==> src/rtl/quad_step_decoder.sv <==
// Quadrature decoder: synchronises and de-glitches encoder phases A/B, then emits
// one-cycle step pulses with direction, a saturating position and a sticky error flag.
module quad_step_decoder #(
   parameter int FILTER_LEN = 3,
   parameter int POS_MAX    = 255
) (
   input  logic       clk,
   input  logic       rst,
   input  logic       quad_a,
   input  logic       quad_b,
   input  logic       clear,
   output logic       step,
   output logic       dir,
   output logic [7:0] pos,
   output logic       err,
   output logic [1:0] phase
);

   typedef enum logic [1:0] {
      P00 = 2'b00,
      P01 = 2'b01,
      P11 = 2'b11,
      P10 = 2'b10
   } phase_t;

   localparam logic [3:0] FILT_CNT = 4'(FILTER_LEN);
   localparam logic [7:0] POS_LIM  = 8'(POS_MAX);

   logic       a_s1, a_s2, b_s1, b_s2;
   logic [1:0] s;
   phase_t     phase_q, phase_d, phase_nxt;
   logic [1:0] cand_q, cand_nxt;
   logic [3:0] cnt_q, cnt_nxt, cnt_inc;
   logic       up, down, jump;
   logic [7:0] pos_nxt;

   // Successor of a phase in the forward (up) rotation.
   function automatic phase_t fwd(input phase_t p);
      case (p)
         P00:     fwd = P01;
         P01:     fwd = P11;
         P11:     fwd = P10;
         default: fwd = P00;
      endcase
   endfunction

   // NOTE: sequential state uses non-blocking assignments so every flop samples pre-edge values.
   always_ff @(posedge clk or posedge rst) begin
      if (rst) begin
         a_s1 <= 1'b0;
         a_s2 <= 1'b0;
         b_s1 <= 1'b0;
         b_s2 <= 1'b0;
      end else begin
         a_s1 <= quad_a;
         a_s2 <= a_s1;
         b_s1 <= quad_b;
         b_s2 <= b_s1;
      end
   end

   assign s = {a_s2, b_s2};

   // NOTE: every always_comb output gets a default first so no path can infer a latch.
   always_comb begin
      cand_nxt  = cand_q;
      cnt_nxt   = cnt_q;
      cnt_inc   = cnt_q;
      phase_nxt = phase_q;
      if (s == phase_q) begin
         cnt_nxt = 4'd0;
      end else begin
         if (s != cand_q) begin
            cand_nxt = s;
            cnt_inc  = 4'd1;
         end else begin
            cnt_inc  = cnt_q + 4'd1;
         end
         if (cnt_inc == FILT_CNT) begin
            phase_nxt = phase_t'(cand_nxt);
            cnt_nxt   = 4'd0;
         end else begin
            cnt_nxt   = cnt_inc;
         end
      end
   end

   always_ff @(posedge clk or posedge rst) begin
      if (rst) begin
         phase_q <= P00;
         cand_q  <= 2'b00;
         cnt_q   <= 4'd0;
      end else begin
         phase_q <= phase_nxt;
         cand_q  <= cand_nxt;
         cnt_q   <= cnt_nxt;
      end
   end

   // phase_d lags phase_q by one cycle; a difference between them is an accepted transition.
   always_comb begin
      up      = (phase_q == fwd(phase_d));
      down    = (phase_d == fwd(phase_q));
      jump    = ((phase_q ^ phase_d) == 2'b11);
      pos_nxt = pos;
      if (clear)
         pos_nxt = 8'd0;
      else if (up && (pos < POS_LIM))
         pos_nxt = pos + 8'd1;
      else if (down && (pos != 8'd0))
         pos_nxt = pos - 8'd1;
   end

   always_ff @(posedge clk or posedge rst) begin
      if (rst) begin
         phase_d <= P00;
         step    <= 1'b0;
         dir     <= 1'b0;
         pos     <= 8'd0;
         err     <= 1'b0;
      end else begin
         phase_d <= phase_q;
         step    <= up | down;
         pos     <= pos_nxt;
         if (up || down)
            dir <= up;
         // An illegal jump wins over a simultaneous clear.
         if (jump)
            err <= 1'b1;
         else if (clear)
            err <= 1'b0;
      end
   end

   assign phase = phase_q;

endmodule

==> config.mk <==
export PLATFORM = sky130hd
export DESIGN_NAME = quad_step_decoder
export DESIGN_NICKNAME = d
export VERILOG_FILES = /design/src/rtl/quad_step_decoder.sv
export SDC_FILE = /design/constraint.sdc
export NUM_CORES = 1
export LEC_CHECK = 0
export CORE_MARGIN = 2
export CORE_UTILIZATION = 60
export CTS_BUF_LIST = sky130_fd_sc_hd__clkbuf_2
export DETAILED_ROUTE_END_ITERATION = 10
export PLACE_DENSITY = 0.9
export SETUP_SLACK_MARGIN = 0.05
export SLEW_MARGIN = 10
export SYNTH_ARGS = -nofsm -noshare
export SYNTH_HDL_FRONTEND = slang
export SYNTH_SLANG_ARGS = --single-unit
==> constraint.sdc <==
create_clock -name clk -period 6.6 [get_ports clk]
set_input_delay 1.65 -clock clk [delete_from_list [all_inputs] [get_ports clk]]
set_output_delay 1.65 -clock clk [all_outputs]
set_load 0.03 [all_outputs]
==> results.ini <==
[global_routing]
grt_first_pass_wirelength_mm=4.18
antenna_found_initial=0
globalRouteOverflowTotal=0
global_route.usage.total=0.216
grt_max_degree=26
vias_in_the_first_global_route=927

[die]
floorplan.initialDensity=0.619
ioPinCount=18
dieWidth_um=51.3
die_height_um=51.3
coreArea_um2=2170
die_area_um2=2630
rows=17

[route]
dr_pass1_iterations=4
first_iter_violations=11
number_of_vias_per_cell=5.69
wl_mm=2.31
drc_errors=0
vias=973
wl_per_cell_um=13.5
post_detailed_route_count_of_antenna_violating_nets=0

[outcome]
run_status=finished, final reports clean

[sta]
setup_viol_count_final=0
skew_ns=0.00934
unrepaired_setup_endpoints_after_global_routing=false
timing.final.hold_violations=0
timing.max_slew.rel_slack=0.414
period_minus_slack_ns=3.28
max_clock_freq_mhz=305
min_period_over_period=0.497
worst-slew-pin-transition_ns=0.878
setup_total_negative_slack_ns=0
report.final.slew_viol_count=0

[synth]
synth_largest_area_cell=dfrtp_1
synth.top_cells.by_area=dfrtp_1 (47%), ha_1 (6.5%), xnor2_1 (5.2%), mux2_2 (3.4%), xor2_1 (3.3%)
synth_async_reset_ratio=1.00
synth_top_flop_cell=dfrtp_1
part_of_the_yosys_area_used_for_sequential_elements=0.466
yosysWarnings=0
syn-num-nets=137
ys_types=41
synth_top_area_frac=0.466
mappedNetlistArea_um2=1340
synthesis.instances=124
synth_edf_count=0
syn-mean-instance-area_um2=10.8
synth.ff_latch_count=25

[setup_path]
cp_data_required_time_ns=4.95
timing.critical_path.cells=clkdlybuf4s50_1
worst-path-max-fanout=6
crit_path_end_kind=primary output
criticalPathCategory=flip-flop to primary output
worst_path_buf_inv=1
crit_path_max_incr_delay_ns=0.72
slowest_stage=clkdlybuf4s50_1
cp.arrival_ns=1.63
crit_family=buffers and inverters
critPathLaunchType=flip-flop

[clocking]
ctsHoldBuffers=0
clk_path_buf_depth=2
clkTransAtPathRegs_ns=0.24
buffer_count_from_post_cts_setup_fixing=0
insertion_delay_ns=0.35
cts-htree-levels=1
numClockSinks=25
tritoncts=yes
clock_tree.root_cell=clkbuf_2
cts_resized=0
tritoncts.num_buffers=3

[finish]
layout.cells.non_filler=171
final_core_utilization=0.717
antenna-diode-count=0
share_of_post_route_cells_with_drive_strength_above_1=0.0979
syn_to_final_growth_pct=15.8
nets=157

[place]
dp.final_hpwl_mm=1.76
place.port_buffers=17
numPlacedInstances=167
gpl.final_weighted_congestion=0.784

[run]
cap_viol_max_count=0

[hold_path]
worstHoldPathType=flip-flop to flip-flop

==> stage by stage <==
stage	hold slack (ns)	setup WS (ns)	instance area, um^2
after global routing	0.409	3.23	1560
final	0.385	3.32	1560
after floorplan	0.331	3.94	1340
after CTS	0.386	3.31	1560
after global placement	0.334	3.55	1530
after detailed placement	0.337	3.50	1530
==> worst register-to-register path, stage by stage, from the launching register on <==
cell,delay (ns)
dfrtp_1,0.51
xnor2_1,0.32
o211ai_2,0.34
ha_1,0.44
and2_1,0.19
a221o_1,0.35
o21ai_0,0.16
or3b_1,0.36
a21oi_1,0.14
==> layout by cell type, fill, tap and decap left out, types with 2 or more instances in the layout <==
cell,instances
and3_1,2
nor3_1,3
nand2b_1,2
inv_1,8
o211ai_1,3
mux2_2,4
dfrtp_1,25
xnor2_1,8
nand2_1,6
xor2_1,5
nor4_1,2
o21a_1,2
nor2b_1,2
clkdlybuf4s50_1,17
a21oi_1,7
ha_1,7
clkbuf_2,3
o21ai_0,2
a221oi_1,2
nor2_1,9
and2_1,2
nand4_1,2
==> final timing paths <==
kind | startpoint | end | slack (ns) | cells past startpoint
setup / recovery | phase[0] | phase[0] | 3.32 | 1
hold / removal | b_s1 | b_s2 | 0.38 | 0
setup reg to reg | phase[1] | pos[5] | 3.73 | 8
hold reg to reg | b_s1 | b_s2 | 0.38 | 0
max in group asynchronous | rst | step | 4.33 | 2
min in group asynchronous | rst | b_s1 | 1.74 | 2
==> cells in the mapped netlist, drive strengths merged, types with 2 or more instances <==
cell,instances
dfrtp,25
nor2,9
inv,8
xnor2,8
a21oi,7
ha,7
nand2,6
xor2,6
and2,4
mux2,4
o211ai,4
nor3,3
a221oi,2
and3,2
nand2b,2
nand4,2
nor2b,2
nor4,2
o21a,2
o21ai,2
==> state kept, by name (all words and copies together), names as in the netlist <==
| name | count |
|---|---|
| phase | 2 |
| a_s1 | 1 |
| b_s1 | 1 |
| phase_d | 2 |
| err | 1 |
| a_s2 | 1 |
| b_s2 | 1 |
| pos | 8 |
| step | 1 |
| cnt_q | 4 |
| cand_q | 2 |
| dir | 1 |
==> final cells by class <==
cell class                      instances  area [um^2]
Clock inverter                          1         7.51
Inverter                                8         30.0
Tap cell                               28         35.0
Timing Repair Buffer                   17          170
Multi-Input combinational cell         89          673
Sequential cell                        25          626
Clock buffer                            3         15.0
Fill cell                             169          613
==> per-layer routing <==
layer	share of wire	vias to the layer above	global-route usage
met5	0	-	0
met4	0.020	0	0.0833
met3	0.036	7	0.0439
met2	0.48	26	0.346
met1	0.46	458	0.288
li1	-	482	-
==> kinds of logic after synthesis <==
logic type / Yosys count / share of synthesized area
muxes: 4 / 0.0335
xor gates and xnor gates: 14 / 0.0968
AOI/OAI and AO/OA: 25 / 0.134
and+or+nand+nor: 37 / 0.149
buffers and inverters: 10 / 0.0335
DFF: 25 / 0.466
adders and majority gates: 9 / 0.0875
Power is left out: the tool's default activity adds up to more than one toggle a clock period on the data nets, which glitch-free logic cannot reach.
